<file path="src/rtl/wb_arb_pkg.sv">
// Shared definitions for the two-master Wishbone round-robin arbiter.
//   ST_*     : FSM state encodings (IDLE -> REQ -> WAIT -> IDLE)
//   wb_wr_t  : request payload latched from the winning master
//   wd_width : watchdog counter width for a given timeout
package wb_arb_pkg;

  localparam int unsigned DAT_W = 32;
  localparam int unsigned SEL_W = 4;

  localparam logic [1:0] ST_IDLE = 2'd0;
  localparam logic [1:0] ST_REQ  = 2'd1;
  localparam logic [1:0] ST_WAIT = 2'd2;

  typedef struct packed {
    logic [SEL_W-1:0] sel;
    logic             we;
    logic [DAT_W-1:0] dat;
  } wb_wr_t;

  // Bits needed to count 0..timeout, never less than one.
  function automatic int unsigned wd_width(input int unsigned timeout);
    int unsigned w;
    w = $clog2(timeout + 1);
    return (w == 0) ? 1 : w;
  endfunction

endpackage

</file>
<file path="src/rtl/wb_rr_arb_pick.sv">
// Combinational two-way round-robin pick.
//   req : request vector, bit N = master N
//   ptr : priority pointer, 0 favours master 0, 1 favours master 1
//   gnt : one-hot winner, 00 when nobody requests
module wb_rr_arb_pick (
  input  logic [1:0] req,
  input  logic       ptr,
  output logic [1:0] gnt
);

  // A lone requester always wins; the pointer only breaks ties.
  always_comb begin
    gnt = req;
    if (req == 2'b11) begin
      gnt = ptr ? 2'b10 : 2'b01;
    end
  end

endmodule

</file>
<file path="src/rtl/wb_rr_arbiter2.sv">
// Two-master round-robin arbiter in front of one pipelined Wishbone slave.
// One single-beat transfer per grant, priority alternates after each grant.
//   clk_i, rst_n_i         : clock, async active-low reset
//   mN_*_i / mN_*_o        : master N request in, ack/err/stall/read data out
//   s_*_o / s_*_i          : registered request to slave, slave response in
//   grant_o                : one-hot owner of the slave port, 00 when idle
//   timeout_o              : one-cycle pulse when the watchdog fires
module wb_rr_arbiter2
  import wb_arb_pkg::*;
#(
  parameter int unsigned ADDR_W  = 2,
  parameter int unsigned TIMEOUT = 255
) (
  input  logic              clk_i,
  input  logic              rst_n_i,
  input  logic              m0_cyc_i,
  input  logic              m0_stb_i,
  input  logic [ADDR_W-1:0] m0_adr_i,
  input  logic [3:0]        m0_sel_i,
  input  logic              m0_we_i,
  input  logic [31:0]       m0_dat_i,
  output logic              m0_ack_o,
  output logic              m0_err_o,
  output logic              m0_stall_o,
  output logic [31:0]       m0_dat_o,
  input  logic              m1_cyc_i,
  input  logic              m1_stb_i,
  input  logic [ADDR_W-1:0] m1_adr_i,
  input  logic [3:0]        m1_sel_i,
  input  logic              m1_we_i,
  input  logic [31:0]       m1_dat_i,
  output logic              m1_ack_o,
  output logic              m1_err_o,
  output logic              m1_stall_o,
  output logic [31:0]       m1_dat_o,
  output logic              s_cyc_o,
  output logic              s_stb_o,
  output logic [ADDR_W-1:0] s_adr_o,
  output logic [3:0]        s_sel_o,
  output logic              s_we_o,
  output logic [31:0]       s_dat_o,
  input  logic              s_ack_i,
  input  logic              s_err_i,
  input  logic              s_stall_i,
  input  logic [31:0]       s_dat_i,
  output logic [1:0]        grant_o,
  output logic              timeout_o
);

  localparam int unsigned WD_W = wd_width(TIMEOUT);

  logic [1:0]        state_q, state_d;
  logic              ptr_q, ptr_d;
  logic [1:0]        grant_d;
  logic              s_cyc_d, s_stb_d;
  logic [ADDR_W-1:0] s_adr_d;
  wb_wr_t            pay_q, pay_d, pay0, pay1;
  logic [WD_W-1:0]   wd_q, wd_d;
  logic              timeout_d;
  logic [1:0]        to_gnt_q, to_gnt_d;

  logic [1:0] req;
  logic [1:0] cyc_v;
  logic [1:0] gnt_c;
  logic       owner_cyc;
  logic       slave_done;
  logic       wd_hit;

  assign req        = {m1_cyc_i & m1_stb_i, m0_cyc_i & m0_stb_i};
  assign cyc_v      = {m1_cyc_i, m0_cyc_i};
  assign owner_cyc  = |(grant_o & cyc_v);
  assign slave_done = s_ack_i | s_err_i;
  // Fires on the last counted cycle so the err/timeout cycle lands TIMEOUT cycles after REQ entry.
  assign wd_hit     = (TIMEOUT != 0) && (wd_q == WD_W'(TIMEOUT - 1));

  assign pay0 = '{sel: m0_sel_i, we: m0_we_i, dat: m0_dat_i};
  assign pay1 = '{sel: m1_sel_i, we: m1_we_i, dat: m1_dat_i};

  wb_rr_arb_pick u_pick (
    .req (req),
    .ptr (ptr_q),
    .gnt (gnt_c)
  );

  // Next-state and next-output logic.
  always_comb begin
    state_d   = state_q;
    ptr_d     = ptr_q;
    grant_d   = grant_o;
    s_cyc_d   = s_cyc_o;
    s_stb_d   = s_stb_o;
    s_adr_d   = s_adr_o;
    pay_d     = pay_q;
    wd_d      = wd_q;
    timeout_d = 1'b0;
    to_gnt_d  = 2'b00;

    case (state_q)
      ST_IDLE: begin
        // The timed-out master still holds stb during its err cycle; do not re-grant then.
        if ((gnt_c != 2'b00) && !timeout_o) begin
          state_d = ST_REQ;
          grant_d = gnt_c;
          s_cyc_d = 1'b1;
          s_stb_d = 1'b1;
          wd_d    = '0;
          s_adr_d = gnt_c[1] ? m1_adr_i : m0_adr_i;
          pay_d   = gnt_c[1] ? pay1 : pay0;
        end
      end
      ST_REQ, ST_WAIT: begin
        wd_d = wd_q + WD_W'(1);
        if (!owner_cyc || slave_done || wd_hit) begin
          // Abort beats slave response, slave response beats the watchdog.
          state_d = ST_IDLE;
          grant_d = 2'b00;
          s_cyc_d = 1'b0;
          s_stb_d = 1'b0;
          ptr_d   = grant_o[0];
          if (owner_cyc && !slave_done) begin
            timeout_d = 1'b1;
            to_gnt_d  = grant_o;
          end
        end else if ((state_q == ST_REQ) && !s_stall_i) begin
          s_stb_d = 1'b0;
          state_d = ST_WAIT;
        end
      end
      default: begin
        state_d = ST_IDLE;
      end
    endcase
  end

  // State and output registers.
  always_ff @(posedge clk_i or negedge rst_n_i) begin
    if (!rst_n_i) begin
      state_q   <= ST_IDLE;
      ptr_q     <= 1'b0;
      grant_o   <= 2'b00;
      s_cyc_o   <= 1'b0;
      s_stb_o   <= 1'b0;
      s_adr_o   <= '0;
      pay_q     <= '0;
      wd_q      <= '0;
      timeout_o <= 1'b0;
      to_gnt_q  <= 2'b00;
    end else begin
      state_q   <= state_d;
      ptr_q     <= ptr_d;
      grant_o   <= grant_d;
      s_cyc_o   <= s_cyc_d;
      s_stb_o   <= s_stb_d;
      s_adr_o   <= s_adr_d;
      pay_q     <= pay_d;
      wd_q      <= wd_d;
      timeout_o <= timeout_d;
      to_gnt_q  <= to_gnt_d;
    end
  end

  assign s_sel_o = pay_q.sel;
  assign s_we_o  = pay_q.we;
  assign s_dat_o = pay_q.dat;

  // Return path: slave response straight to the owner, watchdog err from the registered pulse.
  assign m0_ack_o   = s_ack_i & grant_o[0] & m0_cyc_i;
  assign m1_ack_o   = s_ack_i & grant_o[1] & m1_cyc_i;
  assign m0_err_o   = (s_err_i & grant_o[0] & m0_cyc_i) | (timeout_o & to_gnt_q[0]);
  assign m1_err_o   = (s_err_i & grant_o[1] & m1_cyc_i) | (timeout_o & to_gnt_q[1]);
  assign m0_dat_o   = grant_o[0] ? s_dat_i : 32'h0;
  assign m1_dat_o   = grant_o[1] ? s_dat_i : 32'h0;
  assign m0_stall_o = req[0] & ~(m0_ack_o | m0_err_o);
  assign m1_stall_o = req[1] & ~(m1_ack_o | m1_err_o);

endmodule

</file>
<file path="config.mk">
export PLATFORM = sky130hd
export DESIGN_NAME = wb_rr_arbiter2
export DESIGN_NICKNAME = d
export VERILOG_FILES = /design/src/rtl/wb_arb_pkg.sv /design/src/rtl/wb_rr_arb_pick.sv /design/src/rtl/wb_rr_arbiter2.sv
export SDC_FILE = /design/constraint.sdc
export NUM_CORES = 1
export LEC_CHECK = 0
export ABC_CLOCK_PERIOD_IN_PS = 6000
export BUFFER_PORTS_ARGS = -buffer_cell sky130_fd_sc_hd__clkbuf_2
export CAP_MARGIN = 20
export CORE_MARGIN = 2
export CORE_UTILIZATION = 44
export CTS_CLUSTER_DIAMETER = 40
export CTS_CLUSTER_SIZE = 14
export DETAILED_ROUTE_END_ITERATION = 12
export PLACE_DENSITY = 0.91
export REMOVE_ABC_BUFFERS = 1
export SLEW_MARGIN = 0
export SYNTH_ARGS = -nofsm -noshare
export SYNTH_HDL_FRONTEND = slang
export SYNTH_SLANG_ARGS = --single-unit
</file>
<file path="constraint.sdc">
create_clock -name clk_i -period 6 [get_ports clk_i]
set_input_delay 0.6 -clock clk_i [delete_from_list [all_inputs] [get_ports clk_i]]
set_output_delay 0.6 -clock clk_i [all_outputs]
set_load 0.005 [all_outputs]
</file>
* Word-level counts from Yosys, hierarchy flattened
Cells that the tools add are included.
W data, S select, Z words.
** Cells by class
- $add $sub $neg :: 1
- Eq/ne operators :: 7
- Mux-type cells :: 27
- Bitwise gates (word level) :: 22
- Reductions and logical operators :: 20
** Operators by type and width (count)
- $mux W32 :: 2
- $mux W37 :: 1
- $mux W2 :: 11
- $pmux W8 S2 :: 1
- $and A1 B1 Y1 :: 14
- $add A8 B1 Y8 const B :: 1
- $eq A8 B8 Y1 const B :: 1
- $mux W8 :: 1
- $pmux W2 S2 :: 2
- $reduce_and A2 Y1 :: 4
- $mux W1 :: 7
- $reduce_and A3 Y1 :: 2
- $or A1 B1 Y1 :: 5
- $eq A2 B2 Y1 const B :: 2
- $logic_not A1 Y1 :: 4
- $ne A2 B2 Y1 const B :: 2
- $pmux W1 S2 :: 2
- $reduce_bool A2 Y1 :: 2
- $reduce_or A2 Y1 :: 2
- $logic_and A1 B1 Y1 :: 3
- $ne A3 B3 Y1 const B :: 1
- $and A2 B2 Y2 :: 1
- $eq A2 B1 Y1 const B :: 1
- $logic_not A2 Y1 :: 1
- 2 further kinds :: 4
** Storage, ports and cells
- Register bits :: 57
- Input port bits :: 119
- Output and inout bits :: 114

* Logic depth before layout (Yosys ltp)
Gate-level depths: netlist of the first run.
- Depth after elaboration :: 7
- Mapped depth :: 8
- Mapped depth without buffers :: 6

* Cells and area by module
Synthesis of the first run repeated with hierarchy kept, for this count alone.
** Unflattened totals
- Cell total of the unflattened synthesis :: 337
- Area total of the unflattened synthesis :: 3188.1 sq um
** Modules (own cells, without submodules)
- wb_rr_arbiter2 :: instances 1, cells each 334, area an instance 3169.3 sq um, seq. area each 1426.4 sq um
- wb_rr_arb_pick :: instances 1, cells each 3, area an instance 18.8 sq um, seq. area each 0.0 sq um

* Worst setup path after synthesis of the first run
No wires, ideal clock.
- Path type :: in2reg
- Start :: input m0_cyc_i
- End :: register grant_o[0]
- Arrival :: 1791 ps
- Data required time :: 5875 ps
- Setup slack :: 4083 ps
- Stages :: 5
- Buffers on the path :: 1
- Cells stage by stage :: a22oi_2 -> or4b_1 -> buf_2 -> o22a_2 -> mux2_4
** Between the ends
- Cells in the longest elaborated chain, start to end :: 7
** Ends and longest elaborated chain
- from (decl) :: RTL line wb_rr_arbiter2.sv:16 : input logic m0_cyc_i,
- $and A1 B1 Y1 / $and A2 B2 Y2 (equally long branches) :: RTL line wb_rr_arbiter2.sv:69, wb_rr_arbiter2.sv:71
- $eq A2 B2 Y1 / $reduce_or A2 Y1 (equally long branches) :: RTL line wb_rr_arb_pick.sv:14, wb_rr_arbiter2.sv:71
- $mux W2 / $logic_not A1 Y1 (equally long branches) :: RTL line wb_rr_arb_pick.sv:14, wb_rr_arbiter2.sv:113
- $reduce_bool A2 Y1 / $logic_or A1 B1 Y1 (equally long branches) :: RTL line wb_rr_arbiter2.sv:101, wb_rr_arbiter2.sv:113
- $logic_and A1 B1 Y1 / $logic_or A1 B1 Y1 (equally long branches) :: RTL line wb_rr_arbiter2.sv:101, wb_rr_arbiter2.sv:113
- $ne A2 B2 Y1 (no source line)
- $reduce_and A3 Y1 (no source line)
- to (signal assigned) :: RTL line wb_rr_arbiter2.sv:151 : grant_o <= grant_d;
- to (decl) :: RTL line wb_rr_arbiter2.sv:46 : output logic [1:0] grant_o,
Several ways; a longest one is shown, not always the timed one. The select of a mux whose other input is x is not followed.
A chain may end at the register's enable or synchronous reset.

* Final worst setup path of the first run
- Start :: register grant_o[0]
- End :: register grant_o[0]
** Between the ends
- Cells in the longest elaborated chain, start to end :: 7
** Ends and longest elaborated chain
- $and A2 B2 Y2 :: RTL line wb_rr_arbiter2.sv:71 : assign owner_cyc = |(grant_o & cyc_v);
- $reduce_or A2 Y1 :: RTL line wb_rr_arbiter2.sv:71
- $logic_not A1 Y1 :: RTL line wb_rr_arbiter2.sv:113 : if (!owner_cyc || slave_done || wd_hit) begin
- $logic_or A1 B1 Y1 (2 in a row) :: RTL line wb_rr_arbiter2.sv:113
- $ne A2 B2 Y1 (no source line)
- $reduce_and A3 Y1 (no source line)
Every way passes these cells.

==> impl_metrics.yaml, run 1 <==
layout:
  finalNetCount: 692
  layout-drive-gt1-share_pct: 45.3
  final_cell_mix: "clkbuf_2 (232), and2_1 (66), dfrtp_1 (57)"
  area_delta_synth_final_pct: 43.8
  final_common_cell: "clkbuf_2"
  diodes: 0
routing:
  post_drt_wl_per_cell_microns: 14.1
  routed_via_density: 4.97
  drc: 0
  drtIter0Drc: 77
  totalWireLength_microns: 9490
  ant_nets: 0
  drtPass1Iterations: 4
  vias: 3345
critical_path:
  arrival_ns: 2.62
  cp.required_ns: 6.21
  crit_fanout: 39
  cp-end-kind: "flop"
  crit_type: "reg2reg"
  r2r_setup_slack_ns: 3.59
  crit_start: "grant_o[0]"
  r2r_start: "grant_o[0]"
  startpoint_type: "flop"
timing:
  clock.fmax_mhz: 414
  skew_ns: 0.00744
  min_period_over_period_pct: 40.2
  worst_slack_ns: 3.59
  finalCriticalPeriod_ns: 2.41
  rsz0062_at_grt: "false"
  setup_tns_ns: 0
  tightest_slew_ns: 0.850
  relSlewSlack_pct: 43.4
  final-hold-violation-count: 0
  finalSetupViolCount: 0
  drv_slew: 0
global_routing:
  antenna_found_initial: 0
  grt_pass1_vias: 3117
  grt_max_degree: 83
  grt_pass1_wl_microns: 14100
  grt_remaining_overflow: 0
  grt.total_usage_pct: 23.1
clock_network:
  cts_buffers: 9
  cts.sinks: 57
  cts_tree: "done"
  hold_buffers: 0
  clock_path_buffers: 2
  htree_num_levels: 3
  post_cts_buffers: 0
  clock_latency_ns: 0.33
  cts_root_buf: "clkbuf_8"
  cts_resized: 0
  clk_pin_slew_ns: 0.07
synthesis:
  async_flop_share_pct: 100
  ys_seq_area_share_pct: 44.3
  syn_avg_cell_area_sq_um: 9.28
  yosysUniqueCellTypes: 45
  syn-cell-area_sq_um: 3220
  synth_edf_count: 0
  synth-main-ff-cell: "dfrtp_1"
  ys_warn_count: 0
  synth_seq_cells: 57
  syn_inst: 347
floorplan:
  dieHeight_microns: 89.6
  ioPinCount: 233
  start_util_pct: 44.9
  die_area_sq_um: 8020
  die_w_microns: 89.6
  coreArea_sq_um: 7180
  row_count: 31
power_and_ir_drop:
  cellPowerDensity_nw_per_um2: 402
  p_total_mw: 1.86
  vdd_drop_max_mv: 0.253
  p_leak_nw: 2.70
placement:
  dp_hpwl_microns: 7560
  place_ws_ns: 3.58
  portBuffers: 232
  place_congestion: 0.852
outcome:
  outcome: "finished, final reports clean"
hold_path:
  worstHoldPathType: "in2async"
run:
  drv_cap: 0
-- layer usage --
| metal | vias to the layer above | GRT usage [%] | share of wire (%) |
|---|---|---|---|
| li1 | 1624 | - | - |
| met1 | 1535 | 26.4 | 39 |
| met2 | 164 | 40.8 | 52 |
| met3 | 22 | 5.21 | 7.1 |
| met4 | 0 | 10.9 | 2.7 |
| met5 | - | 0 | 0 |
-- cells in the mapped netlist (all sizes together), types with 3 or more instances --
| master | instances | area [sq um] |
|---|---|---|
| inv | 5 | 18.8 |
| nor2 | 4 | 15.0 |
| buf | 9 | 51.3 |
| o21ai | 44 | 220 |
| clkbuf | 15 | 56.3 |
| and2 | 67 | 419 |
| dfrtp | 57 | 1430 |
| nand2 | 53 | 199 |
| and3 | 3 | 20.0 |
| nand3 | 8 | 40.0 |
| nor2b | 4 | 25.0 |
| nor3 | 4 | 20.0 |
| ha | 4 | 50.1 |
| mux2i | 39 | 390 |
-- per-stage QoR --
step / area [sq um] / hold WS (ns) / utilization (%) / std cells
6_report: 4630 / 0.405 / 64.6 / 673
3_3_place_gp: 4440 / 0.463 / 61.8 / 657
4_1_cts: 4630 / 0.428 / 64.6 / 673
2_1_floorplan: 3110 / 0.304 / - / 323
5_1_grt: 4630 / 0.460 / 64.6 / 673
3_5_place_dp: 4440 / 0.470 / 61.8 / 657
-- power by group --
part / internal (mW) / switching [mW] / total [mW] / leakage (nW)
Combinational: 0.389 / 0.413 / 0.802 / 1.88
Clock: 0.202 / 0.154 / 0.355 / 0.0953
Sequential: 0.554 / 0.151 / 0.705 / 0.722
Total: 1.14 / 0.717 / 1.86 / 2.70
-- logic make-up after synthesis --
family / count (synthesis) / share of synthesized area [%]
compound gates: 64 / 12.2
buf+inv: 29 / 3.92
simple gates: 152 / 25.1
fa+ha+maj: 4 / 1.55
flops: 57 / 44.3
mux: 41 / 12.9
-- registers in the layout, indices dropped and copies added (netlist names) --
signal	cells
timeout_o	1
wd_q	8
s_stb_o	1
s_we_o	1
ptr_q	1
s_cyc_o	1
to_gnt_q	2
grant_o	2
s_sel_o	4
state_q	2
s_adr_o	2
s_dat_o	32
-- layout make-up --
type	instances	area, sq um
Timing Repair Buffer	235	1180
Fill cell	597	2540
Multi-Input combinational cell	261	1680
Inverter	5	18.8
Clock buffer	11	141
Sequential cell	57	1430
Tap cell	99	124
Clock inverter	5	55.1
-- worst paths after layout --
path	endpoint	cells past startpoint
min in group clk_i	s_dat_o[2]	2
hold reg to reg	s_dat_o[2]	2
hold / removal	s_dat_o[10]	2
setup / recovery	grant_o[0]	4
setup reg to reg	grant_o[0]	4
max in group asynchronous	s_dat_o[4]	2
-- worst max-delay path: stages (launching register included) --
cell,delay [ns]
dfrtp_1,0.90
a22oi_2,0.19
or4b_1,0.61
o22a_2,0.31
mux2_4,0.29
No activity file was read; power rests on OpenSTA's default activity.
==> run 2, diff against run 1 <==
- ABC_AREA: unset -> 1
- ABC_CLOCK_PERIOD_IN_PS: 6000 -> 2200
- CORE_UTILIZATION: 44 -> 38
- PLACE_DENSITY: 0.91 -> 0.83
- clock period: 6 -> 2.2 ns (I/O delays scaled with it)
==> run 2 against run 1 <==
- clock skew rose by 0.0012 ns
- global-route usage fell by 1.8 points
- combinational power rose by 140%
- critical path depth rose by 4
- die area rose by 19%
- via count rose by 12%
- area after synthesis rose by 3.5%
- total power rose by 150%
- largest cell class unchanged
- largest power group unchanged
==> impl_metrics.yaml, run 2 <==
routing:
  totalWireLength_microns: 10100
  drc: 0
  vias: 3731
  routed_via_density: 4.52
  post_drt_wl_per_cell_microns: 12.3
  drtIter0Drc: 184
  drtPass1Iterations: 5
  ant_nets: 0
timing:
  setup_tns_ns: 0
  rsz0062_at_grt: "false"
  finalSetupViolCount: 0
  finalCriticalPeriod_ns: 1.75
  clock.fmax_mhz: 573
  min_period_over_period_pct: 79.3
  holdWs_ns: 0.135
  final-hold-violation-count: 0
  tightest_slew_ns: 0.504
  drv_slew: 0
  worst_slack_ns: 0.455
  skew_ns: 0.00864
  relSlewSlack_pct: 66.4
critical_path:
  cp-end-kind: "flop"
  startpoint_type: "flop"
  r2r_cells: 8
  arrival_ns: 1.95
  crit_fanout: 10
  crit_type: "reg2reg"
  cp.required_ns: 2.40
global_routing:
  grt_pass1_wl_microns: 16400
  grt_pass1_vias: 3513
  grt_remaining_overflow: 0
  antenna_found_initial: 0
  grt.total_usage_pct: 21.3
  grt_max_degree: 58
synthesis:
  syn_inst: 487
  yosysTopAreaCell: "dfrtp_1"
  synth_seq_cells: 57
  ys_warn_count: 0
  async_flop_share_pct: 100
  synth_fa_ha_area_share_pct: 1.50
  yosys-top-cells-area: "dfrtp_1 (43%), nand2_1 (17%), o21ai_1 (11%)"
  yosys-top-cells-count: "nand2_1 (149), inv_1 (77), o21ai_1 (74)"
  yosysMostFrequentCell: "nand2_1"
  yosysUniqueCellTypes: 23
  synthXorXnorAreaFrac_pct: 0
  synth_top_family_by_area: "simple AND/OR/NAND/NOR gates"
  synth_edf_count: 0
  synth-main-ff-cell: "dfrtp_1"
  ys_seq_area_share_pct: 42.8
  synth_compound_area_share_pct: 15.6
  yosysTopAreaCellShare_pct: 42.8
  yosys.area_share.simple_pct: 26.4
  syn-cell-area_sq_um: 3340
  syn_avg_cell_area_sq_um: 6.85
  muxShareOfSynthArea_pct: 0
layout:
  area_delta_synth_final_pct: 43.2
  final_common_cell: "clkbuf_2"
  layout-drive-gt1-share_pct: 38.7
  nFillCells: 869
  fin_util_pct: 55.3
  diodes: 0
  largest_register_ffs: 32
  final_cell_mix: "clkbuf_2 (232), nand2_1 (149), inv_1 (77)"
  finalNetCount: 836
floorplan:
  die_area_sq_um: 9540
  dieHeight_microns: 97.7
  row_count: 34
  coreArea_sq_um: 8640
  ioPinCount: 233
  die_w_microns: 97.7
  start_util_pct: 38.6
power_and_ir_drop:
  cellPowerDensity_nw_per_um2: 957
  vdd_drop_max_mv: 0.504
  p_leak_nw: 3.11
  p_total_mw: 4.57
clock_network:
  htree_num_levels: 3
  cts.sinks: 57
  clock_path_buffers: 2
  clk_pin_slew_ns: 0.07
  cts_tree: "done"
  cts_root_buf: "clkbuf_8"
  cts_buffers: 9
  clock_latency_ns: 0.34
placement:
  dp_hpwl_microns: 7910
  portBuffers: 232
  place_congestion: 0.884
  place_ws_ns: 0.473
outcome:
  outcome: "finished, final reports clean"
hold_path:
  holdPathStages: 3
  worstHoldPathType: "in2reg"
run:
  drv_cap: 0
run 2: cell count changes in the layout (fill, tap and decap cells not counted), moves of 41 or more:
| cell | previous run | this run |
|---|---|---|
| and2_1 | 66 | 0 |
| nor2_1 | 4 | 54 |
| nand2_1 | 52 | 149 |
| inv_1 | 5 | 77 |
| o21ai_0 | 44 | 3 |
| o21ai_1 | 0 | 74 |
run 2: path summary, 6_finish.rpt:
check | from | slack [ns] | to
min reg2reg | state_q[1] | 0.48 | state_q[1]
max in group asynchronous | rst_n_i | 1.53 | s_dat_o[17]
max reg2reg | state_q[0] | 0.45 | grant_o[1]
min in group asynchronous | rst_n_i | 0.41 | s_dat_o[9]
min | m1_dat_i[2] | 0.13 | s_dat_o[2]
max | state_q[0] | 0.45 | grant_o[1]
run 2: worst max-delay path: stages (launching register included):
cell and delay (ns):
dfrtp_1 0.37, inv_1 0.05, ha_1 0.45, inv_2 0.10, or2_1 0.25, nand2_4 0.14
nand2_1 0.12, nand2_1 0.07, o21ai_1 0.07
run 2: repair_timing:
item	CTS	global route
hold buffers	1	0
hold endpoints to repair	57	0
setup buffers	0	0
gates resized for setup	0	0
run 2: power breakdown:
part | switching (mW) | total [mW] | internal (mW)
Clock | 0.444 | 0.966 | 0.522
Sequential | 0.255 | 1.70 | 1.45
Combinational | 1.07 | 1.90 | 0.832
Total | 1.77 | 4.57 | 2.80
run 2: cell type report:
| cell class | count | area (sq um) | area share [%] |
|---|---|---|---|
| clock inverter | 7 | 70.1 | 1.47 |
| clock buffer | 9 | 124 | 2.59 |
| timing repair buffer | 240 | 1250 | 26.1 |
| multi-input combinational | 320 | 1450 | 30.4 |
| tap | 108 | 135 | 2.83 |
| sequential | 57 | 1430 | 29.9 |
| inverter | 85 | 319 | 6.68 |
run 2: logic make-up (layout without fill, tap and decap cells):
logic type,Yosys count,count (layout)
buffers and inverters,110,341
AOI/OAI and AO/OA,95,95
adders and majority gates,4,4
and+or+nand+nor,221,221
DFF,57,57
run 2: through the flow:
| stage | cells | area, sq um |
|---|---|---|
| CTS | 826 | 4780 |
| finish | 826 | 4780 |
| detailed placement | 809 | 4570 |
| floorplan | 462 | 3200 |
| global placement | 809 | 4570 |
| global route | 826 | 4780 |
run 2: routing by layer:
layer | share of wire [%] | wire [microns] | up-vias | track usage (%)
met4 | 2.7 | 274 | 0 | 9.51
li1 | - | - | 1933 | -
met2 | 49 | 5000 | 176 | 36.7
met3 | 8.8 | 887 | 21 | 5.90
met5 | 0 | 0 | - | 0
met1 | 39 | 3980 | 1601 | 24.7
==> run 3, diff against run 2 <==
- ABC_CLOCK_PERIOD_IN_PS: 2200 -> 1450
- clock period: 2.2 -> 1.45 ns (I/O delays scaled with it)
==> run 3 against run 2 <==
- routed wire length up 1.9%
- count of clock-buffer cells in the layout stayed put
- core utilization up 3.1 points
==> impl_metrics.yaml, run 3 (same netlist as run 2, synthesis figures left out) <==
floorplan:
  start_util_pct: 38.6
  coreArea_sq_um: 8640
  row_count: 34
  dieHeight_microns: 97.7
  die_area_sq_um: 9540
  die_w_microns: 97.7
  ioPinCount: 233
clock_network:
  clk_pin_slew_ns: 0.07
  cts_root_buf: "clkbuf_8"
  cts.sinks: 57
  clock_path_buffers: 2
  htree_num_levels: 3
  clock_latency_ns: 0.33
  cts_buffers: 9
  cts_tree: "done"
power_and_ir_drop:
  vdd_drop_max_mv: 0.860
  cellPowerDensity_nw_per_um2: 1480
  p_leak_nw: 3.23
  p_total_mw: 7.45
timing:
  skew_ns: 0.00628
  rsz0062_at_grt: "true"
  min_period_over_period_pct: 98.9
  finalSetupViolCount: 0
  relSlewSlack_pct: 78.9
  drv_slew: 0
  finalCriticalPeriod_ns: 1.43
  final-hold-violation-count: 0
  worst_slack_ns: 0.0162
  clock.fmax_mhz: 697
  tightest_slew_ns: 0.316
  holdWs_ns: 0.0628
critical_path:
  r2r_cells: 8
  arrival_ns: 1.66
  crit_fanout: 8
  crit_type: "reg2reg"
  cp.required_ns: 1.68
  cp-end-kind: "flop"
  startpoint_type: "flop"
routing:
  totalWireLength_microns: 10300
  vias: 3863
  routed_via_density: 4.60
  drc: 0
  drtIter0Drc: 115
  post_drt_wl_per_cell_microns: 12.3
  drtPass1Iterations: 5
  ant_nets: 0
layout:
  final_cell_mix: "clkbuf_2 (230), nand2_1 (143), inv_1 (75)"
  diodes: 0
  layout-drive-gt1-share_pct: 42.4
  fin_util_pct: 58.4
  largest_register_ffs: 32
  instances_no_fill: 839
  nFillCells: 797
  area_delta_synth_final_pct: 51.3
  final_common_cell: "clkbuf_2"
  finalNetCount: 849
  multi_input_area_sq_um: 1530
  regArea_sq_um: 1430
hold_path:
  worstHoldPathType: "in2reg"
  holdPathStages: 3
global_routing:
  grt_remaining_overflow: 0
  grt_pass1_vias: 3648
  grt.total_usage_pct: 21.9
  grt_max_degree: 58
  antenna_found_initial: 0
  grt_pass1_wl_microns: 17000
placement:
  place_congestion: 0.861
  dpl.cell_count: 816
  portBuffers: 232
  place_ws_ns: 0.00466
  dp_hpwl_microns: 7960
run:
  drv_cap: 0
outcome:
  outcome: "finished, final reports clean"
==> run 3: critical path: stages (launching register included) <==
cell	delay, ns
dfrtp_1	0.37
inv_2	0.06
ha_4	0.27
inv_2	0.03
or2_4	0.25
nand2_8	0.10
inv_2	0.07
a21oi_1	0.11
nor2_1	0.06
==> run 3: final timing paths <==
check	slack, ns	to	start
hold reg to reg	0.48	s_cyc_o	s_cyc_o
min in group asynchronous	0.34	s_dat_o[13]	rst_n_i
hold / removal	0.06	s_dat_o[9]	m1_dat_i[9]
setup / recovery	0.02	wd_q[2]	state_q[1]
setup reg to reg	0.02	wd_q[2]	state_q[1]
max in group asynchronous	0.84	s_dat_o[19]	rst_n_i
==> run 3: report_power, final <==
part	total, mW	switching [mW]	internal, mW	leakage [nW]
registers	2.57	0.379	2.19	0.718
logic	3.25	1.74	1.51	2.41
clock network	1.63	0.666	0.966	0.106
total	7.45	2.78	4.67	3.23
==> run 3: layout make-up <==
class | instances | area share, %
multi-input cells | 320 | 30.3
flip-flops and latches | 57 | 28.3
repair buffers | 253 | 28.1
inverters | 85 | 6.37
well taps | 108 | 2.68
clock buffers | 9 | 2.45
clock inverters | 7 | 1.86
==> run 3: stage by stage <==
stage,area (sq um),setup TNS [ns]
after CTS,4910,0
final,5050,0
after detailed placement,4650,0
after global placement,4650,0
after floorplan,3200,-32.17
after global routing,5050,-0.346
==> run 3: repair_timing <==
item	4_1_cts	5_1_grt
endpoints found under the setup margin	17	69
pin swaps	1	8
hold endpoints to repair	57	0
setup buffers	2	3
gates cloned	0	1
hold buffers	1	0
gates resized for setup	4	29
==> run 3: layer usage <==
layer	vias to the layer above	GRT usage (%)	part of all wire [%]
li1	1962	-	-
met1	1716	24.2	38
met2	169	39.2	51
met3	16	6.62	8.3
met4	0	8.55	2.2
met5	-	0	0
